<file path="src/rtl/demux_sched.sv">
// rtl/demux_sched.sv - round-robin time-slot scheduler driving a 1-to-16 demux select (optional DEMUX_SCHED_PRIO_EN)
module demux_sched #(
  parameter int NCH     = 16,
  parameter int SEL_W   = 4,
  parameter int DWELL_W = 8
) (
  input  logic               clk,
  input  logic               rst_n,
  input  logic               enable,
  input  logic [NCH-1:0]     req,
  input  logic [DWELL_W-1:0] dwell,
  output logic [SEL_W-1:0]   sel,
  output logic               sel_vld,
  output logic [NCH-1:0]     grant,
  output logic               done,
  output logic [SEL_W-1:0]   done_ch
);

  typedef enum logic {S_IDLE, S_HOLD} state_t;

  state_t             r_state, w_state_nxt;
  logic [SEL_W-1:0]   r_sel, w_sel_nxt;
  logic               r_vld, w_vld_nxt;
  logic [NCH-1:0]     r_grant, w_grant_nxt;
  logic               r_done, w_done_nxt;
  logic [SEL_W-1:0]   r_done_ch, w_done_ch_nxt;
  logic [DWELL_W-1:0] r_cnt, w_cnt_nxt;
  logic [SEL_W-1:0]   r_last, w_last_nxt;

  logic               w_end;
  logic               w_start;
  logic [NCH-1:0]     w_rr_req;
  logic               w_rr_found;
  logic [SEL_W-1:0]   w_rr_pick;
  logic [SEL_W-1:0]   w_pick;
  logic [DWELL_W-1:0] w_dwell_m1;

  // The grant ends on the edge following the cycle in which done was shown
  assign w_end      = (r_state == S_HOLD) && r_done;
  assign w_start    = enable && (|req) && ((r_state == S_IDLE) || r_done);
  assign w_dwell_m1 = (dwell == '0) ? '0 : dwell - DWELL_W'(1);

  // Round-robin pointer update at grant end; channel-0 grants leave it untouched in priority mode
  always_comb begin
    w_last_nxt = r_last;
`ifdef DEMUX_SCHED_PRIO_EN
    if (w_end && (r_sel != '0)) w_last_nxt = r_sel;
`else
    if (w_end) w_last_nxt = r_sel;
`endif
  end

`ifdef DEMUX_SCHED_PRIO_EN
  assign w_rr_req = req & ~NCH'(1);
`else
  assign w_rr_req = req;
`endif

  // First requester searching upward from last+1 with wrap
  always_comb begin
    w_rr_found = 1'b0;
    w_rr_pick  = '0;
    for (int i = 1; i <= NCH; i++) begin
      if (!w_rr_found && w_rr_req[w_last_nxt + SEL_W'(i)]) begin
        w_rr_found = 1'b1;
        w_rr_pick  = w_last_nxt + SEL_W'(i);
      end
    end
  end

  // Winner selection; channel 0 wins unless its own grant is the one ending
`ifdef DEMUX_SCHED_PRIO_EN
  always_comb begin
    w_pick = '0;
    if (req[0] && !(w_end && (r_sel == '0))) w_pick = '0;
    else if (w_rr_found)                     w_pick = w_rr_pick;
  end
`else
  assign w_pick = w_rr_pick;
`endif

  // Next-state and next-output logic for the IDLE/HOLD FSM
  always_comb begin
    w_state_nxt   = r_state;
    w_sel_nxt     = r_sel;
    w_vld_nxt     = r_vld;
    w_grant_nxt   = r_grant;
    w_done_nxt    = 1'b0;
    w_done_ch_nxt = r_done_ch;
    w_cnt_nxt     = r_cnt;
    if (w_start) begin
      w_state_nxt = S_HOLD;
      w_sel_nxt   = w_pick;
      w_vld_nxt   = 1'b1;
      w_grant_nxt = NCH'(1) << w_pick;
      w_cnt_nxt   = w_dwell_m1;
      if (w_dwell_m1 == '0) begin
        w_done_nxt    = 1'b1;
        w_done_ch_nxt = w_pick;
      end
    end else if (r_state == S_HOLD) begin
      if (r_done) begin
        w_state_nxt = S_IDLE;
        w_vld_nxt   = 1'b0;
        w_grant_nxt = '0;
      end else begin
        w_cnt_nxt = r_cnt - DWELL_W'(1);
        if ((r_cnt == DWELL_W'(1)) || !req[r_sel]) begin
          w_done_nxt    = 1'b1;
          w_done_ch_nxt = r_sel;
        end
      end
    end
  end

  // State and registered outputs; reset aborts any grant without a done pulse
  always_ff @(posedge clk) begin
    if (!rst_n) begin
      r_state   <= S_IDLE;
      r_sel     <= '0;
      r_vld     <= 1'b0;
      r_grant   <= '0;
      r_done    <= 1'b0;
      r_done_ch <= '0;
      r_cnt     <= '0;
      r_last    <= SEL_W'(NCH - 1);
    end else begin
      r_state   <= w_state_nxt;
      r_sel     <= w_sel_nxt;
      r_vld     <= w_vld_nxt;
      r_grant   <= w_grant_nxt;
      r_done    <= w_done_nxt;
      r_done_ch <= w_done_ch_nxt;
      r_cnt     <= w_cnt_nxt;
      r_last    <= w_last_nxt;
    end
  end

  assign sel     = r_sel;
  assign sel_vld = r_vld;
  assign grant   = r_grant;
  assign done    = r_done;
  assign done_ch = r_done_ch;

endmodule

</file>
<file path="config.mk">
export PLATFORM = sky130hd
export DESIGN_NAME = demux_sched
export DESIGN_NICKNAME = d
export VERILOG_FILES = /design/src/rtl/demux_sched.sv
export SDC_FILE = /design/constraint.sdc
export NUM_CORES = 1
export LEC_CHECK = 0
export ABC_AREA = 1
export CORE_MARGIN = 3
export CORE_UTILIZATION = 45
export CTS_BUF_LIST = sky130_fd_sc_hd__clkbuf_4
export CTS_CLUSTER_SIZE = 20
export DETAILED_ROUTE_END_ITERATION = 8
export PLACE_DENSITY = 0.63
export SETUP_SLACK_MARGIN = 0.1
export SYNTH_ARGS = -nofsm -noshare
export SYNTH_HDL_FRONTEND = slang
export SYNTH_SLANG_ARGS = --single-unit
</file>
<file path="constraint.sdc">
create_clock -name clk -period 9.7 [get_ports clk]
set_input_delay 2.425 -clock clk [delete_from_list [all_inputs] [get_ports clk]]
set_output_delay 2.425 -clock clk [all_outputs]
set_load 0.02 [all_outputs]
</file>
======== Word level (Yosys, flattened, before mapping) ========
Cells that the tools add are included.
word-level totals
  input port bits ......................... 27
  flip-flop bits (word level) ............. 39
  logic and storage cells ................. 181
  output and inout port bits .............. 26
operators by class
  magnitude comparators ................... 17
  shift-type cells ........................ 1
  reduce and logical (&&, ||, !) cells .... 45
  mux-type cells .......................... 89
  bitwise operators ....................... 1
  equal/unequal tests ..................... 3
  add/sub/neg operators ................... 17
operators by type and width
  cell                    number
  $mux W4                 22
  $lt A4 B5 Y1 const B    17
  $bmux W1 S4             17
  $mux W16                3
  $mux W1                 43
  $add A4 B4 Y4 const B   8
  $mux W8                 4
  $logic_and A1 B1 Y1     18
  $add A4 B3 Y4 const B   4
  $logic_not A1 Y1        16
  $logic_not A8 Y1        2
  $reduce_or A16 Y1       1
  $shl A1 B4 Y16 const A  1
  $sub A8 B1 Y8 const B   2
  $add A4 B2 Y4 const B   2
  $eq A8 B1 Y1 const B    1
  $reduce_bool A2 Y1      3
  $add A4 B1 Y4 const B   1
  $ne A2 B1 Y1 const B    2
  $reduce_and A2 Y1       2
  $reduce_and A4 Y1       1
  $logic_or A1 B1 Y1      2
  $not A1 Y1              1

======== Logic depth before layout (Yosys ltp) ========
  word-level depth ........................ 53
  mapped depth ............................ 37
  gate-level depth less buffers ........... 34

======== Worst setup path before layout ========
OpenSTA, ideal clock, no wires.
  kind .................................... input to register
  from .................................... input port req[7]
  to ...................................... register r_grant[9] (netlist: grant[9])
  data arrival time ....................... 4628 ps
  library setup time ...................... 70 ps
  slack ................................... 5001 ps
  required time ........................... 9630 ps
  stages on the path ...................... 22
  cell sequence ........................... inv_1 > nand3_1 > nand3_1 > nand3_1 > nand2_1 > nand2_1 > nand2_2 > nand2_2 > nor2_8 > nand4_4 > nor2_8 > nand4_4 > nor2_8 > nand3_2 > nor2_4 > nand2_1 > a21oi_1 > nor2_1 > nor2_1 > nand2_1 > nand3b_1 > a21oi_1
between the ends
  longest elaborated chain between the ends .. 50
ends and longest elaborated chain
  what                           RTL line  text
  from (decl)                    10        input logic [NCH-1:0] req,
  $bmux W1 S4                    64        if (!w_rr_found && w_rr_req[w_last_nxt + SEL_W'(i)]) begin
  $mux W1 (not written as such)  64
  $mux W1                        64
  $logic_not A1 Y1               64
  $logic_and A1 B1 Y1            64
  $mux W1                        64
  $logic_not A1 Y1               64
  $logic_and A1 B1 Y1            64
  [34 not listed]                --
  $logic_not A1 Y1               64
  $logic_and A1 B1 Y1            64
  $mux W1                        64
  $logic_not A1 Y1               64
  $logic_and A1 B1 Y1            64
  $mux W4                        64
  $shl A1 B4 Y16                 95        w_grant_nxt = NCH'(1) << w_pick;
  $mux W16                       91        if (w_start) begin
  to (signal assigned)           131       r_grant <= w_grant_nxt;
  to (decl)                      24        logic [NCH-1:0] r_grant, w_grant_nxt;
Several ways; a longest one is shown, not always the timed one. The select of a mux whose other input is x is not followed.
A chain may end at the register's enable or synchronous reset.

======== Worst setup path in the final report ========
  from .................................... input port req[12]
  to ...................................... register r_grant[14] (netlist: grant[14])
The elaborated chain is that of the path after synthesis.

==> impl_metrics.env <==
export IMPL_stdcell_area_um2=4990
export IMPL_path_clk_slew_ns=0.12
export IMPL_startpoint="req[12]"
export IMPL_rows=35
export IMPL_worstMarginPinSlew_ns=0.868
export IMPL_ant_nets=0
export IMPL_dr_total_vias=4933
export IMPL_rsz0062_at_grt="no"
export IMPL_overflow=0
export IMPL_avgSynthCellArea_um2=5.77
export IMPL_clock_fmax_mhz=188
export IMPL_post_cts_buffers=0
export IMPL_synth_cell_types=48
export IMPL_dieArea_um2=10900
export IMPL_yosys_top_cells_area="nand2_1 20%, dfxtp_1 18%, nand3_1 14%"
export IMPL_cp_start_kind="primary input"
export IMPL_synth_nets=790
export IMPL_netlist_instances=759
export IMPL_cts_max_level=2
export IMPL_core_area_um2=9330
export IMPL_period_needed_ns=5.31
export IMPL_final_util=0.535
export IMPL_synth_largest_area_cell="nand2_1"
export IMPL_cts_sink_count=39
export IMPL_drive_above_1_share=0.0853
export IMPL_syn_area_um2=4380
export IMPL_die_w_um=105
export IMPL_finalSetupViolCount=0
export IMPL_hold_class="reg2reg"
export IMPL_root_buffer="clkbuf_4"
export IMPL_dp_hpwl_mm=10.8
export IMPL_drt_wirelength_per_cell_um=14.9
export IMPL_synth_edf_count=0
export IMPL_setup_ws_ns=4.39
export IMPL_hold_buffers=0
export IMPL_ys_seq_elements=39
export IMPL_drt_wl_total_mm=13.8
export IMPL_crit_cells=19
export IMPL_crit_buf_inv=2
export IMPL_grt_pass1_vias=4745
export IMPL_antenna_cells=0
export IMPL_crit_fanout=8
export IMPL_dp_slack_ns=4.04
export IMPL_yosysTopAreaCellShare=0.197
export IMPL_cpPeakStageDelay_ns=0.62
export IMPL_leakage_nw=2.43
export IMPL_timing_final_crit_share=0.548
export IMPL_clockBufferDepth=2
export IMPL_ioPinCount=53
export IMPL_ys_flop_type="dfxtp_1"
export IMPL_initial_core_util=0.469
export IMPL_slowest_stage="o21ai_0"
export IMPL_ff2ff_setup_slack_ns=4.61
export IMPL_synth_warnings=0
export IMPL_fillCellCount=977
export IMPL_layout_commonest_cell="nand2_1"
export IMPL_finalHoldViolCount=0
export IMPL_cts_tree="done"
export IMPL_async_flop_share=0
export IMPL_cts_made_buffers=5
export IMPL_die_h_um=105
export IMPL_dr_pass1_iters=5
export IMPL_total_power_mw=0.853
export IMPL_slew_headroom=0.414
export IMPL_cap_violations=0
export IMPL_worstSkewPairLatency_ns=0.35
export IMPL_final_cell_mix="230 x nand2_1, 126 x nand3_1, 95 x inv_1"
export IMPL_grt_usage=0.255
export IMPL_tns_ns=0
export IMPL_rr_endpoint="grant[14]$_SDFFE_PN0P_"
export IMPL_critPathArrivalTime_ns=5.59
export IMPL_postPlaceCellArea_um2=4910
export IMPL_nets=827
export IMPL_reg2reg_from="done$_SDFF_PN0_"
export IMPL_drt_iter0_drc=271
export IMPL_critPathTopFamily="simple AND/OR/NAND/NOR gates"
export IMPL_grt_pass1_wl_mm=23.3
export IMPL_vias_per_cell=5.33
export IMPL_power_density_nw_per_um2=171
export IMPL_io_buffers=52
export IMPL_required_ns=9.98
export IMPL_cts_repair_resized=0
export IMPL_gp_congestion=0.962
export IMPL_status="completed"
export IMPL_path_class="in2reg"
export IMPL_critical_path_most_common_cell="nand2_1"
export IMPL_irDropWorstVdd_v=0.000107
export IMPL_reg2reg_depth=24
export IMPL_grt_max_degree=28
export IMPL_endpoint="grant[14]$_SDFFE_PN0P_"
export IMPL_end_kind="flop"
export IMPL_slew_violations=0
export IMPL_fin_skew_ns=0.0122
export IMPL_path_cells="clkdlybuf4s50_1 > inv_1 > nand2_1 > nand2_1 > nand2_1 > nand2_1 > nand2_1 > nand2_1 > o21ai_0 > nor2_8 > nand4_1 > nand3_1 > nor2_1 > nor2_1 > nor2_1 > nand2_1 > nor2_1 > nand3_1 > a21oi_1"
export IMPL_antenna_found_initial=0
export IMPL_area_delta_synth_final_pct=14.0
export IMPL_seq_area_frac_synth=0.178
export IMPL_post_route_drc_count=0
[cells by family after synthesis]
| kind of cell | Yosys count | synth area share |
|---|---|---|
| compound gates | 82 | 0.111 |
| simple gates | 499 | 0.551 |
| buf+inv | 122 | 0.121 |
| flops | 39 | 0.178 |
| xor+xnor | 13 | 0.0277 |
| fa+ha+maj | 4 | 0.0114 |
[power breakdown]
group          switching (mW)  leakage [nW]  internal (mW)
clock network          0.0538        0.0426         0.0530
logic                   0.369          2.07          0.177
registers              0.0214         0.318          0.180
total                   0.444          2.43          0.409
[metal layers]
metal  GRT usage  vias to the layer above  wire, um
li1            -                     2535         -
met4       0.123                        0       581
met2       0.426                      170      6310
met1       0.322                     2185      6030
met5           0                        -         0
met3      0.0383                       43       890
[through the flow]
step | hold WS [ns] | instances
CTS | 0.475 | 926
global placement | 0.458 | 918
detailed placement | 0.457 | 918
global route | 0.495 | 926
floorplan | 0.470 | 759
finish | 0.472 | 926
[worst register-to-register path, delay by kind of cell (launching register included)]
kind | cells | cell delay, ns
simple gates | 21 | 3.16
fa+ha+maj | 1 | 0.80
buf+inv | 1 | 0.27
flops | 1 | 0.66
compound gates | 1 | 0.13
[cell usage after synthesis (8+ instances only)]
| cell type | n |
|---|---|
| nand2_4 | 8 |
| nand2_2 | 20 |
| dfxtp_1 | 39 |
| nor2_1 | 64 |
| a21oi_1 | 32 |
| clkbuf_1 | 11 |
| nand3_1 | 126 |
| nand4_1 | 15 |
| inv_1 | 95 |
| o21ai_0 | 28 |
| nand2_1 | 230 |
| xor2_1 | 10 |
[state kept, by name, summed over array words and instances, names as in the netlist]
register and count:
r_last 4, grant 16, r_cnt 8, sel 4
sel_vld 1, done_ch 4, r_state 1, done 1
[final cells by class]
| cell class | instances | area, um^2 | share of cell area |
|---|---|---|---|
| clock inverters | 3 | 38.8 | 0.00778 |
| repair buffers | 53 | 528 | 0.106 |
| inverters | 99 | 373 | 0.0748 |
| multi-input cells | 598 | 3070 | 0.615 |
| flip-flops and latches | 39 | 781 | 0.157 |
| clock buffers | 5 | 37.5 | 0.00753 |
| well taps | 129 | 161 | 0.0324 |
[worst min-delay path by stage]
stage                            from                     end  slack [ns]  depth (start not counted)
2_1_floorplan   r_cnt[7]$_SDFFE_PN0P_   r_cnt[7]$_SDFFE_PN0P_        0.47                          2
3_3_place_gp     sel_vld$_SDFFE_PN0P_    sel_vld$_SDFFE_PN0P_        0.46                          2
3_5_place_dp   grant[15]$_SDFFE_PN0P_  grant[15]$_SDFFE_PN0P_        0.46                          2
4_1_cts        grant[12]$_SDFFE_PN0P_  grant[12]$_SDFFE_PN0P_        0.48                          2
5_1_grt         grant[7]$_SDFFE_PN0P_   grant[7]$_SDFFE_PN0P_        0.49                          2
6_report       grant[12]$_SDFFE_PN0P_  grant[12]$_SDFFE_PN0P_        0.47                          2
(Power assumes the default switching activity.)
==> RTL edit: new RTL, same flow settings <==
Change the parameter `SEL_W` from 4 to 6.
--- a/src/rtl/demux_sched.sv
+++ b/src/rtl/demux_sched.sv
@@ -3,3 +3,3 @@
   parameter int NCH     = 16,
-  parameter int SEL_W   = 4,
+  parameter int SEL_W   = 6,
   parameter int DWELL_W = 8
Ports: changed (resized done_ch and sel); port bits go from 53 to 57. No check against the original RTL was run, so the function may have changed too.
==> RTL edit against the unedited design <==
- area after synthesis up 28%
- setup slack worse by 0.27 ns
- count of clock-buffer cells in the layout rose by 1
- routed wire length grew 33%
- cell area grew 26%
- sequential cell count grew 6
- combinational power is 5.3% higher
- power rose by 3.9%
- critical endpoint is now grant[1]$_SDFFE_PN0P_
==> RTL edit: results (changes against the unedited design) <==
Outcome
  – Status: completed

Synthesis
  – Synth Instances: 992 (+31%)
  – Post-synthesis compound-gate area fraction: 10.8% (-0.24 points)
  – Top post-synthesis cells by area: nand2_1 16%, dfxtp_1 16%, nand3_1 15%, nor2_1 9.3%, inv_1 7.8%
  – Mean Syn Cell Area: 5.67 µm² (-1.7%)
  – Synth Net Count: 1,028 (+30%)
  – Synth Area in XOR/XNOR: 5.52% (+2.7 points)
  – Synth cell count leaders: 245 x nand2_1, 164 x nand3_1, 139 x nor2_1
  – Yosys cell types: 52 (+8.3%)

Clocking
  – Clock latency on the worst-skew pair: 0.37 ns (+0.02 ns)

Detailed routing
  – WL/cell: 15.4 µm (+3.2%)
  – Via/cell ratio: 5.32 (about the same)
  – Met2 WL: 8360 µm (+32%)
  – Met1 Wirelength: 8550 µm (+42%)
  – Met3 wire len: 971 µm (+9.1%)

Finish
  – #MultiIn Comb: 786 (+31%)
  – Layout cells sized above 1: 8.46% (-0.069 points)
  – Logic inverters: 129 (+30%)
  – # diodes: 1 (+1)
  – Non-clk buf share: 9.43% (-1.2 points)
  – Clk_buf instances: 6 (+1)
  – Fillers: 1,365 (+40%)
  – Sequential Area: 901 µm² (+15%)
  – Area occupied by multi-input gates: 4020 µm² (+31%)
  – Buffers, non-clock: 60 (+13%)

Global routing
  – Largest net degree at the start of global routing: 31 (+11%)
  – Met2 Use GR: 43.1% (+0.51 points)
  – GRT Total Usage: 26.2% (+0.62 points)
  – Antenna violations before repair: 1 (+1)

Power
  – Leak: 3.07 nW (+27%)
  – VDD IR-drop max: 0.111 mV (+4.2%)

Critical path
  – Max incr delay on CP: 0.60 ns (-0.02 ns)
  – Worst path slowest cell: clkdlybuf4s50_1
  – CP Max Fanout: 6 (-2)

Placed design
  – Final HPWL from detailed placement: 14,200 µm (+32%)
  – # port buffers: 56 (+7.7%)
  – Pre-CTS setup slack: 3.86 ns (-0.187 ns)
  – Area after DPL: 6210 µm² (+26%)
  – Cells after DPL: 1,188 (+29%)
  – Routability cong.: 0.997 (+3.7%)

STA
  – Worst Max-Slew Pin Slew: 0.742 ns (-0.126 ns)
  – Clk_skew: 0.00552 ns (-0.00667 ns)
==> RTL edit: final timing paths <==
path	slack, ns	to	cells past startpoint	startpoint
min	0.48	grant[4]$_SDFFE_PN0P_	2	grant[4]$_SDFFE_PN0P_
min reg2reg	0.48	grant[4]$_SDFFE_PN0P_	2	grant[4]$_SDFFE_PN0P_
max	4.12	grant[1]$_SDFFE_PN0P_	23	req[12]
max reg2reg	4.22	grant[1]$_SDFFE_PN0P_	24	done$_SDFF_PN0_
==> RTL edit: power groups by stage <==
stage | logic (mW) | clock network (mW) | registers [mW]
after global placement | 0.565 | 0 | 0.222
after global routing | 0.636 | 0.105 | 0.220
final | 0.575 | 0.0934 | 0.218
after detailed placement | 0.561 | 0 | 0.221
after CTS | 0.564 | 0.0978 | 0.217
after floorplan | 0.403 | 0 | 0.228
==> RTL edit: tightest hold or removal path: stages (launching register included) <==
cell     delay [ns]
dfxtp_1        0.34
nand2_1        0.06
a21oi_1        0.06
